===== src/rtl/pipe_stage_chain_pkg.sv =====
// pipe_pkg: shared constants for elastic inter-stage registers.
// Control-bit indices are common to every core stage.
package pipe_pkg;

  localparam int MAX_DEPTH = 4;

  localparam int CTRL_MEMTOREG = 0;
  localparam int CTRL_REGWRITE = 1;
  localparam int CTRL_MEMREAD  = 2;
  localparam int CTRL_MEMWRITE = 3;
  localparam int CTRL_BRANCH   = 4;

  function automatic int occ_w(input int entries);
    return $clog2(entries + 1);
  endfunction

endpackage


===== src/rtl/pipe_stage_chain_slice.sv =====
// pipe_slice: one elastic register slice, optional skid entry.
// Control is zeroed whenever the slot is empty.
module pipe_slice
  import pipe_pkg::*;
#(
  parameter int DATA_W = 64,
  parameter int CTRL_W = 8,
  parameter int SKID   = 0
) (
  input  logic              clk,
  input  logic              rst,
  input  logic              flush,
  input  logic              i_valid,
  input  logic [CTRL_W-1:0] i_ctrl,
  input  logic [DATA_W-1:0] i_data,
  input  logic              i_dn_ready,
  output logic              o_valid,
  output logic [CTRL_W-1:0] o_ctrl,
  output logic [DATA_W-1:0] o_data,
  output logic              o_busy,
  output logic [1:0]        o_cnt
);

  logic              r_mv;
  logic [CTRL_W-1:0] r_mc;
  logic [DATA_W-1:0] r_md;
  logic              w_sv;
  logic              w_free;

  assign w_free = ~r_mv | i_dn_ready;

  if (SKID == 0) begin : g_plain
    assign w_sv = 1'b0;

    // Main slot loads whenever it is empty or draining.
    always_ff @(posedge clk or posedge rst) begin
      if (rst) begin
        r_mv <= 1'b0;
        r_mc <= '0;
        r_md <= '0;
      end else if (flush) begin
        r_mv <= 1'b0;
      end else if (w_free) begin
        r_mv <= i_valid;
        if (i_valid) begin
          r_mc <= i_ctrl;
          r_md <= i_data;
        end
      end
    end
  end else begin : g_skid
    logic              r_sv;
    logic [CTRL_W-1:0] r_sc;
    logic [DATA_W-1:0] r_sd;

    assign w_sv = r_sv;

    // Main refills from skid first; skid parks a beat on stall.
    always_ff @(posedge clk or posedge rst) begin
      if (rst) begin
        r_mv <= 1'b0;
        r_mc <= '0;
        r_md <= '0;
        r_sv <= 1'b0;
        r_sc <= '0;
        r_sd <= '0;
      end else if (flush) begin
        r_mv <= 1'b0;
        r_sv <= 1'b0;
      end else if (w_free) begin
        if (r_sv) begin
          r_mv <= 1'b1;
          r_mc <= r_sc;
          r_md <= r_sd;
          r_sv <= 1'b0;
        end else begin
          r_mv <= i_valid;
          if (i_valid) begin
            r_mc <= i_ctrl;
            r_md <= i_data;
          end
        end
      end else if (i_valid && !r_sv) begin
        r_sv <= 1'b1;
        r_sc <= i_ctrl;
        r_sd <= i_data;
      end
    end
  end

  assign o_valid = r_mv;
  assign o_ctrl  = r_mv ? r_mc : '0;
  assign o_data  = r_md;
  assign o_busy  = (SKID != 0) ? w_sv : r_mv;
  assign o_cnt   = {1'b0, r_mv} + {1'b0, w_sv};

endmodule


===== src/rtl/pipe_stage_chain.sv =====
// pipe_stage_chain: DEPTH elastic slices between two core stages.
// Bubbles carry zero control; flush empties every slot.
module pipe_stage_chain
  import pipe_pkg::*;
#(
  parameter int DATA_W = 64,
  parameter int CTRL_W = 8,
  parameter int DEPTH  = 1,
  parameter int SKID   = 0
) (
  input  logic              clk,
  input  logic              rst,
  input  logic              in_valid,
  output logic              in_ready,
  input  logic [CTRL_W-1:0] in_ctrl,
  input  logic [DATA_W-1:0] in_data,
  input  logic              flush,
  output logic              out_valid,
  input  logic              out_ready,
  output logic [CTRL_W-1:0] out_ctrl,
  output logic [DATA_W-1:0] out_data,
  output logic [occ_w(DEPTH*(1+SKID))-1:0] occupancy
);

  localparam int OCC_W = occ_w(DEPTH * (1 + SKID));

  if (DEPTH < 1 || DEPTH > MAX_DEPTH) begin : g_bad_depth
    $error("pipe_stage_chain: DEPTH must be 1..%0d", MAX_DEPTH);
  end

  logic              r_en;
  logic [DEPTH:0]    w_v;
  logic [CTRL_W-1:0] w_c [DEPTH+1];
  logic [DATA_W-1:0] w_d [DEPTH+1];
  logic [DEPTH-1:0]  w_busy;
  logic [DEPTH:0]    w_rdy;
  logic [1:0]        w_cnt [DEPTH];

  // Input side stays closed until the first edge after reset.
  always_ff @(posedge clk or posedge rst) begin
    if (rst) r_en <= 1'b0;
    else     r_en <= 1'b1;
  end

  // Ready ripples tail-ward; a skid slice cuts the ripple.
  always_comb begin : p_rdy
    logic w_carry;
    w_carry      = out_ready;
    w_rdy        = '0;
    w_rdy[DEPTH] = out_ready;
    for (int i = DEPTH - 1; i >= 0; i--) begin
      if (SKID != 0) w_carry = ~w_busy[i];
      else           w_carry = ~w_busy[i] | w_carry;
      w_rdy[i] = w_carry;
    end
  end

  assign in_ready = r_en & ~flush & w_rdy[0];
  assign w_v[0]   = in_valid & in_ready;
  assign w_c[0]   = in_ctrl;
  assign w_d[0]   = in_data;

  for (genvar g = 0; g < DEPTH; g++) begin : g_slice
    pipe_slice #(
      .DATA_W(DATA_W),
      .CTRL_W(CTRL_W),
      .SKID  (SKID)
    ) u_slice (
      .clk       (clk),
      .rst       (rst),
      .flush     (flush),
      .i_valid   (w_v[g]),
      .i_ctrl    (w_c[g]),
      .i_data    (w_d[g]),
      .i_dn_ready(w_rdy[g+1]),
      .o_valid   (w_v[g+1]),
      .o_ctrl    (w_c[g+1]),
      .o_data    (w_d[g+1]),
      .o_busy    (w_busy[g]),
      .o_cnt     (w_cnt[g])
    );
  end

  // Occupancy is the sum of per-slice live entries.
  always_comb begin
    occupancy = '0;
    for (int i = 0; i < DEPTH; i++)
      occupancy = occupancy + OCC_W'(w_cnt[i]);
  end

  assign out_valid = w_v[DEPTH];
  assign out_ctrl  = w_c[DEPTH];
  assign out_data  = w_d[DEPTH];

endmodule

===== config.mk =====
export PLATFORM = sky130hd
export DESIGN_NAME = pipe_stage_chain
export DESIGN_NICKNAME = d
export VERILOG_FILES = /design/src/rtl/pipe_stage_chain_pkg.sv /design/src/rtl/pipe_stage_chain_slice.sv /design/src/rtl/pipe_stage_chain.sv
export SDC_FILE = /design/constraint.sdc
export NUM_CORES = 1
export LEC_CHECK = 0
export CAP_MARGIN = 0
export CORE_MARGIN = 2
export CORE_UTILIZATION = 41
export CTS_CLUSTER_DIAMETER = 120
export DETAILED_ROUTE_END_ITERATION = 10
export GPL_TIMING_DRIVEN = 0
export PLACE_DENSITY = 0.8
export SETUP_SLACK_MARGIN = 0.2
export SYNTH_ARGS = -nofsm -noshare
export SYNTH_HDL_FRONTEND = slang
export SYNTH_SLANG_ARGS = --single-unit

===== constraint.sdc =====
create_clock -name clk -period 2.3 [get_ports clk]
set_input_delay 0.23 -clock clk [delete_from_list [all_inputs] [get_ports clk]]
set_output_delay 0.23 -clock clk [all_outputs]
set_load 0.05 [all_outputs]

==> results of run 1 <==
==> cell families after synthesis <==
logic type / synth area share [%]
compound gates: 0.157
buf+inv: 5.10
flops: 58.1
mux: 33.6
other cells: 0.118
simple gates: 2.94
==> how the worst max path moves through the flow <==
stage,startpoint,end,slack [ps],cells after the start
floorplan,g_slice[0].u_slice.o_busy$_DFFE_PP0P_,g_slice[0].u_slice.o_data[0]$_DFFE_PP0P_,590,5
global placement,out_ready,in_ready,280,4
detailed placement,out_ready,in_ready,290,4
CTS,g_slice[0].u_slice.o_busy$_DFFE_PP0P_,out_valid,210,2
global route,g_slice[0].u_slice.o_busy$_DFFE_PP0P_,occupancy,230,1
finish,g_slice[0].u_slice.o_busy$_DFFE_PP0P_,occupancy,340,1
==> metrics by stage <==
step | hold WS, ps | area, um2 | worst slack [ps]
3_3_place_gp | 484 | 4830 | 284
5_1_grt | 406 | 5040 | 226
3_5_place_dp | 486 | 4850 | 294
6_report | 364 | 5040 | 341
2_1_floorplan | 338 | 3190 | 591
4_1_cts | 380 | 5030 | 214
==> sequential cells by signal, summed over array words and instances, names as in the netlist <==
name	cells
g_slice.u_slice.o_data	64
g_slice.u_slice.r_mc	8
g_slice.u_slice.o_busy	1
r_en	1
==> layout by cell type (no fill, tap or decap), drive strengths merged <==
cell             n
clkdlybuf4s50  141
dfrtp           74
mux2            72
clkbuf          10
buf             10
dlygate4sd2      9
and2             8
clkinvlp         3
clkinv           3
nand2b           1
nand4b           1
and3b            1
o21ai            1
bufinv           1
dlymetal6s2s     1
conb             1
==> repair_timing <==
action / CTS / global route
gates resized for setup: 9 / 1
endpoints found under the hold margin: 0 / 0
endpoints found under the setup margin: 9 / 1
hold buffers: 0 / 0
==> power groups by stage <==
stage	Sequential, mW	Combinational [mW]	Clock (mW)
after floorplan	2.54	0.497	0
after global placement	1.72	2.00	0
after detailed placement	1.73	2.02	0
after CTS	1.72	2.02	1.01
after global routing	1.75	2.07	1.07
final	1.71	2.00	0.982
==> layout make-up <==
cell class / count / share of cell area (%)
flip-flops and latches: 74 / 36.8
repair buffers: 152 / 30.2
multi-input cells: 85 / 23.3
plain buffers: 9 / 3.16
clock buffers: 10 / 2.53
well taps: 102 / 2.53
clock inverters: 6 / 1.34
inverters: 1 / 0.149
==> metal layers <==
layer	global-route usage (%)	routed length (um)	vias to the layer above	part of all wire [%]
met3	6.08	470	8	7.0
li1	-	-	911	-
met1	20.5	2850	971	42
met5	0	0	-	0
met4	4.60	85	0	1.3
met2	26.0	3350	86	50
==> impl_metrics.yaml, run 1 <==
power_and_ir_drop:
  p_total_mw: 4.70
  power_switching_share_pct: 37.4
  powerDensity_nw_per_um2: 933
  power_frac_comb_pct: 42.6
  clockPowerShare_pct: 20.9
  max-vdd-ir-drop_uv: 400
  sequential_share_of_power_pct: 36.5
  power.leakage_nw: 2.41
  total_switching_power_mw: 1.76
  power.internal_mw: 2.94
global_route:
  antenna_found_initial: 0
  global_route.usage.total_pct: 16.2
  vias_in_the_first_global_route: 2161
  grt_start_max_net_pins: 40
  grt_overflow_total: 0
  grt_first_pass_wirelength_um: 10700
synth:
  yosys.cell_types.count: 13
  asyncSetResetFlopFracSynth_pct: 100
  synth_top_area_share_pct: 58.1
  synth_area_leader_cell: "sky130_fd_sc_hd__dfrtp_1"
  synth_enable_flop_cells: 0
  synth.ff_latch_count: 74
  ys_seq_area_share_pct: 58.1
  syn-num-nets: 246
  postSynth.topFlopCell: "sky130_fd_sc_hd__dfrtp_1"
  post_synth.cell_area_avg_um2: 18.9
  yosys-top-cells-area: "sky130_fd_sc_hd__dfrtp_1, sky130_fd_sc_hd__mux2_4, sky130_fd_sc_hd__buf_12, sky130_fd_sc_hd__and2_2, sky130_fd_sc_hd__mux2_2"
  synthTopCellsByCount: "sky130_fd_sc_hd__dfrtp_1, sky130_fd_sc_hd__mux2_4, sky130_fd_sc_hd__and2_2"
  yosysMostFrequentCell: "sky130_fd_sc_hd__dfrtp_1"
  synth-warning-count: 0
  synth.cell_area_um2: 3190
  synthesis.instances: 169
sta:
  layout_worst_path_cycle_share_pct: 85.2
  maxSlewViolCount: 0
  final.min_clock_period_ps: 1960
  finalSetupViolCount: 0
  worst_clock_skew_ps: 9.60
  max_slew.worst_pin.slew_ps: 768
  rsz0062_at_grt: "no"
  max_freq_ghz: 0.510
  finalHoldViolations: 0
  final.setup.tns_ps: 0
  timing.max_slew.rel_slack_pct: 48.7
routing:
  drtAntennaViolNets: 0
  wl_um: 6750
  wl_per_cell_um: 15.4
  route.detailed.vias_per_inst: 4.50
  drt_pass1_iterations: 3
  detailedRoute.firstIterationViolations: 31
  dr_total_vias: 1976
  route.detailed.drc: 0
clocking:
  cts.sinks: 74
  postCtsSetupRepairBufs: 0
  htreeDepth: 3
  cts-root-buf: "sky130_fd_sc_hd__clkbuf_8"
  tritoncts: "done"
  clk_pin_slew_ps: 80
  clkLatencyLatePin_ps: 340
  numCtsBuffers: 9
  cts.path.max_buffers: 2
layout:
  layout-drive-gt1-share_pct: 32.3
  finalNetCount: 409
  fillers: 573
  area_growth_pct: 58.0
  final_core_util_pct: 65.9
  multi_input_comb_area_um2: 1170
  fin_cells: 439
  antennaDiodeCount: 0
  seqCellArea_um2: 1850
critical_path:
  setup_slack_of_the_worst_register_to_register_path_ps: 720
  critPathTopFamily: "buffers and inverters"
  crit_path_start_kind: "flop"
  arrival_ps: 1730
  critical_path.endpoint_type: "output port"
  highest_cell_delay_on_the_worst_timing_path_ps: 870
  worstPathMaxFanout: 11
  critical_path_required_ps: 2070
  cpMaxStageDelayCell: "sky130_fd_sc_hd__clkdlybuf4s50_1"
  crit_chain: "clkdlybuf4s50_1"
  ff2ff_path_depth: 5
  worst_path_bufs_invs: 1
  path_class: "flop to output port"
  worstReg2RegStart: "g_slice[0].u_slice.o_busy$_DFFE_PP0P_"
  rr_endpoint: "g_slice[0].u_slice.o_data[34]$_DFFE_PP0P_"
die:
  fp.dieW_um: 92.2
  fp-row-count: 32
  pin_count: 152
  initial_core_util_pct: 41.7
  die_h_um: 92.2
  die_area_um2: 8490
  placeableCoreArea_um2: 7650
place:
  buffer_ports.inserted: 151
  globalplace.congestion: 0.704
  sum_of_net_half_perimeters_after_detailed_placement_um: 4850
  placed_cells_incl_taps: 423
job:
  cap_viol_max_count: 0
run_status:
  status: "completed"
min_path:
  min-delay-path-class: "input pin to async pin"
Power figures use the tool's default switching activity.
==> run 2, diff against run 1 <==
--- a/config.mk
+++ b/config.mk
@@ -16,3 +16,4 @@
 export SYNTH_ARGS = -nofsm -noshare
 export SYNTH_HDL_FRONTEND = slang
 export SYNTH_SLANG_ARGS = --single-unit
+export TNS_END_PERCENT = 100
==> constraint.sdc (replaced) <==
create_clock -name clk -period 2.3 [get_ports clk]
set_input_delay 0.46 -clock clk [delete_from_list [all_inputs] [get_ports clk]]
set_output_delay 0.46 -clock clk [all_outputs]
set_load 0.05 [all_outputs]
==> run 2 against run 1 <==
Effect of this change: sequential share of layout area rose by 0.28 points; setup slack got worse by 30 ps; global-route usage barely moved; sequential power barely moved; critical path depth did not move; clock skew barely moved; total power barely moved; register-to-register slack barely moved; largest power group unchanged; first-iteration DRC count fell by 3.2%; maximum frequency fell by 1.5%; flip-flop and latch count did not move; utilization fell by 0.49 points.
==> impl_metrics.yaml, run 2 (synthesis gave the netlist of run 1 again) <==
min_path:
  min-delay-path-class: "flop to flop"
  holdPathStages: 1
  holdCritStartpoint: "g_slice[0].u_slice.r_mc[4]$_DFFE_PP0P_"
die:
  pin_count: 152
  fp.dieW_um: 92.2
  initial_core_util_pct: 41.7
  die_area_um2: 8490
  die_h_um: 92.2
  placeableCoreArea_um2: 7650
  fp-row-count: 32
sta:
  finalSetupViolCount: 0
  worst_clock_skew_ps: 9.53
  maxSlewViolCount: 0
  max_freq_ghz: 0.503
  finalHoldViolations: 0
  layout_worst_path_cycle_share_pct: 86.5
  max_slew.worst_pin.slew_ps: 767
  timing.max_slew.rel_slack_pct: 48.8
  final.min_clock_period_ps: 1990
  final.setup.tns_ps: 0
  rsz0062_at_grt: "no"
global_route:
  grt_first_pass_wirelength_um: 10700
  grtUsageMet1_pct: 20.5
  grtUsageMet2_pct: 26.0
  grt_start_max_net_pins: 40
  antenna_found_initial: 0
  vias_in_the_first_global_route: 2157
  grt_overflow_total: 0
  use_met3_pct: 6.08
  global_route.peak_usage_layer: "met2"
  global_route.usage.total_pct: 16.2
critical_path:
  ff2ff_path_depth: 5
  critPathTopFamily: "buffers and inverters"
  critical_path_required_ps: 1840
  critical_path.endpoint_type: "output port"
  worst_path_bufs_invs: 1
  crit_chain: "clkdlybuf4s50_1"
  highest_cell_delay_on_the_worst_timing_path_ps: 820
  worstPathMaxFanout: 2
  crit_path_start_kind: "flop"
  path_class: "flop to output port"
  arrival_ps: 1530
  critical_path.startpoint: "g_slice[0].u_slice.o_data[9]$_DFFE_PP0P_"
  cpMaxStageDelayCell: "sky130_fd_sc_hd__clkdlybuf4s50_1"
  critical_path_depth: 1
  worstReg2RegStart: "g_slice[0].u_slice.o_busy$_DFFE_PP0P_"
routing:
  route.detailed.drc: 0
  route.detailed.vias_per_inst: 4.51
  dr_total_vias: 1978
  drt_pass1_iterations: 3
  detailedRoute.firstIterationViolations: 30
  wl_per_cell_um: 15.4
  drtAntennaViolNets: 0
  wl_um: 6750
clocking:
  cts_resized: 13
  clkLatencyLatePin_ps: 340
  tritoncts: "done"
  htreeDepth: 3
  cts.sinks: 74
  post_cts_hold_buffer_count: 0
  clk_pin_slew_ps: 80
  cts-root-buf: "sky130_fd_sc_hd__clkbuf_8"
  cts.path.max_buffers: 2
  numCtsBuffers: 9
  postCtsSetupRepairBufs: 0
place:
  sum_of_net_half_perimeters_after_detailed_placement_um: 4850
  globalplace.congestion: 0.704
  buffer_ports.inserted: 151
power_and_ir_drop:
  powerDensity_nw_per_um2: 939
  power.leakage_nw: 2.37
  max-vdd-ir-drop_uv: 400
  p_total_mw: 4.69
run_status:
  status: "completed"
layout:
  most_frequent_standard_cell_in_the_layout_excluding_fill_and_tap_cells: "sky130_fd_sc_hd__clkdlybuf4s50_1"
  antennaDiodeCount: 0
  area_growth_pct: 56.9
  layout.cells.most_common_list: "sky130_fd_sc_hd__clkdlybuf4s50_1, sky130_fd_sc_hd__dfrtp_1, sky130_fd_sc_hd__mux2_4, sky130_fd_sc_hd__clkbuf_8, sky130_fd_sc_hd__clkbuf_2"
  layout-drive-gt1-share_pct: 35.0
  finalNetCount: 409
  largest_register_ff_count: 64
job:
  cap_viol_max_count: 0
## run 2: through the flow
stage / cell area (um2) / utilization [%] / worst slack (ps) / std cells / hold WS, ps
2_1_floorplan: 3190 / - / 591 / 169 / 473
3_3_place_gp: 4830 / 63.2 / -176 / 422 / 484
3_5_place_dp: 4850 / 63.4 / -166 / 423 / 486
4_1_cts: 5030 / 65.8 / 99.7 / 439 / 505
5_1_grt: 5000 / 65.4 / 217 / 439 / 524
6_report: 5000 / 65.4 / 311 / 439 / 502
## run 2: cell type report
| class | instances | area [um2] |
|---|---|---|
| inverter | 1 | 7.51 |
| clock inverter | 6 | 67.6 |
| multi-input combinational | 85 | 1170 |
| tap | 102 | 128 |
| timing repair buffer | 152 | 1490 |
| buffer | 9 | 159 |
| fill | 579 | 2650 |
| sequential | 74 | 1850 |
| clock buffer | 10 | 128 |
## run 2: per-layer routing
layer  vias up  share of wire, %
li1        911                 -
met1       973                42
met2        86                50
met3         8               6.9
met4         0               1.3
met5         -                 0
## run 2: report_power, final
part	internal, mW	switching [mW]	leakage [nW]
Combinational	0.870	1.13	1.40
Clock	0.503	0.479	0.0925
Sequential	1.56	0.152	0.878
Total	2.94	1.76	2.37
## run 2: final timing paths
| check | end | slack (ps) |
|---|---|---|
| min in group asynchronous | g_slice[0].u_slice.o_data[47]$_DFFE_PP0P_ | 590 |
| max in group asynchronous | g_slice[0].u_slice.o_data[32]$_DFFE_PP0P_ | 1070 |
| min | g_slice[0].u_slice.r_mc[4]$_DFFE_PP0P_ | 500 |
| max | out_data[9] | 310 |
| max reg2reg | g_slice[0].u_slice.o_data[34]$_DFFE_PP0P_ | 730 |
| min reg2reg | g_slice[0].u_slice.r_mc[4]$_DFFE_PP0P_ | 500 |
==> run 3, diff against run 2 <==
--- a/config.mk
+++ b/config.mk
@@ -11,7 +11,7 @@
 export CTS_CLUSTER_DIAMETER = 120
 export DETAILED_ROUTE_END_ITERATION = 10
 export GPL_TIMING_DRIVEN = 0
-export PLACE_DENSITY = 0.8
+export PLACE_DENSITY_LB_ADDON = 0.15
 export SETUP_SLACK_MARGIN = 0.2
 export SYNTH_ARGS = -nofsm -noshare
 export SYNTH_HDL_FRONTEND = slang
==> run 3 against run 2 <==
Effect of this change: total power fell by 3.4%; wire length rose by 0.28%; critical path depth did not move; first-iteration DRC count rose by 6.7%; largest cell class unchanged.
==> impl_metrics.yaml, run 3 (synthesis gave the netlist of run 1 again) <==
sta:
  finalSetupViolCount: 0
  max_slew.worst_pin.slew_ps: 736
  rsz0062_at_grt: "no"
  maxSlewViolCount: 0
  final.min_clock_period_ps: 2000
  timing.max_slew.rel_slack_pct: 50.8
  finalHoldViolations: 0
  worst_clock_skew_ps: 3.85
  worst_hold_slack_after_final_layout_ps: 510
  layout_worst_path_cycle_share_pct: 87.0
  max_freq_ghz: 0.500
clocking:
  htreeDepth: 3
  clkLatencyLatePin_ps: 330
  clk_pin_slew_ps: 70
  post_cts_hold_buffer_count: 0
  cts-root-buf: "sky130_fd_sc_hd__clkbuf_8"
  tritoncts: "done"
  cts.sinks: 74
  cts.path.max_buffers: 2
  numCtsBuffers: 9
die:
  placeableCoreArea_um2: 7650
  pin_count: 152
  initial_core_util_pct: 41.7
  die_h_um: 92.2
  fp.dieW_um: 92.2
  fp-row-count: 32
  die_area_um2: 8490
global_route:
  grtUsageMet2_pct: 26.2
  vias_in_the_first_global_route: 2089
  grt_start_max_net_pins: 43
  antenna_found_initial: 0
  global_route.peak_usage_layer: "met2"
  grt_overflow_total: 0
  global_route.usage.total_pct: 17.1
  grtUsageMet1_pct: 22.4
  use_met3_pct: 6.00
  grt_first_pass_wirelength_um: 11200
critical_path:
  crit_path_start_kind: "flop"
  worstPathMaxFanout: 2
  critPathTopFamily: "buffers and inverters"
  highest_cell_delay_on_the_worst_timing_path_ps: 840
  critical_path_required_ps: 1840
  worst_path_bufs_invs: 1
  arrival_ps: 1540
  critical_path.endpoint_type: "output port"
  path_class: "flop to output port"
  cpMaxStageDelayCell: "sky130_fd_sc_hd__clkdlybuf4s50_1"
  crit_chain: "clkdlybuf4s50_1"
routing:
  route.detailed.vias_per_inst: 4.46
  route.detailed.drc: 0
  wl_um: 6770
  drtAntennaViolNets: 0
  detailedRoute.firstIterationViolations: 32
  drt_pass1_iterations: 3
  wl_per_cell_um: 15.5
  dr_total_vias: 1952
layout:
  antennaDiodeCount: 0
  fin_cells: 438
  layout.cells.most_common_list: "sky130_fd_sc_hd__clkdlybuf4s50_1, sky130_fd_sc_hd__dfrtp_1, sky130_fd_sc_hd__mux2_4, sky130_fd_sc_hd__clkbuf_8"
  most_frequent_standard_cell_in_the_layout_excluding_fill_and_tap_cells: "sky130_fd_sc_hd__clkdlybuf4s50_1"
  layout-drive-gt1-share_pct: 33.3
  finalNetCount: 409
  final_cell_area_um2: 4970
  area_growth_pct: 56.1
  final_core_util_pct: 65.0
  largest_register_ff_count: 64
power_and_ir_drop:
  max-vdd-ir-drop_uv: 455
  power.leakage_nw: 2.36
  powerDensity_nw_per_um2: 912
  p_total_mw: 4.53
place:
  globalplace.congestion: 0.718
  buffer_ports.inserted: 151
  placedInstanceArea_um2: 4850
  sum_of_net_half_perimeters_after_detailed_placement_um: 5010
  placed_cells_incl_taps: 423
run_status:
  status: "completed"
job:
  cap_viol_max_count: 0
min_path:
  min-delay-path-class: "flop to flop"
## run 3: cell types whose count changed in the layout (fill, tap and decap cells not counted), sizes merged
cell / change
bufinv: -1
clkdlybuf4s15: +3
clkinvlp: -2
clkinv: +1
dlygate4sd2: +1
clkbuf: -3
## run 3: stage by stage
step                TNS (ps)  worst slack [ps]
floorplan                  0               591
detailed placement      -182              -182
global route               0               204
finish                     0               299
global placement        -179              -179
CTS                        0              86.7
## run 3: cell type report
type,count,area (um2)
Buffer,9,159
Timing Repair Buffer,152,1500
Multi-Input combinational cell,85,1170
Clock buffer,11,131
Tap cell,102,128
Sequential cell,74,1850
Inverter,1,7.51
Clock inverter,4,20.0
Fill cell,590,2670
## run 3: power by group
| part | switching (mW) | internal (mW) | total (mW) |
|---|---|---|---|
| Combinational | 1.13 | 0.872 | 2.01 |
| Clock | 0.438 | 0.379 | 0.818 |
| Sequential | 0.148 | 1.56 | 1.71 |
## run 3: path summary, 6_finish.rpt
kind | from | endpoint | slack, ps | cells after the start
max in group asynchronous | rst | g_slice[0].u_slice.o_data[61]$_DFFE_PP0P_ | 1060 | 3
worst min-delay path | g_slice[0].u_slice.o_data[13]$_DFFE_PP0P_ | g_slice[0].u_slice.o_data[13]$_DFFE_PP0P_ | 510 | 1
worst max register to register | g_slice[0].u_slice.o_busy$_DFFE_PP0P_ | g_slice[0].u_slice.o_data[51]$_DFFE_PP0P_ | 750 | 5
worst min register to register | g_slice[0].u_slice.o_data[13]$_DFFE_PP0P_ | g_slice[0].u_slice.o_data[13]$_DFFE_PP0P_ | 510 | 1
min in group asynchronous | rst | g_slice[0].u_slice.o_data[62]$_DFFE_PP0P_ | 590 | 2
worst max-delay path | g_slice[0].u_slice.o_data[0]$_DFFE_PP0P_ | out_data[0] | 300 | 1
## run 3: routing by layer
layer  vias up  wire, um
met4         0       131
met5         -         0
met3        10       529
met1       954      2920
met2        84      3190
li1        904         -
## run 3: what timing repair did
item                       CTS  global route
buffers inserted             0             0
gates resized for setup     11            14
setup endpoints to repair   11             9
pin swaps                    0             0
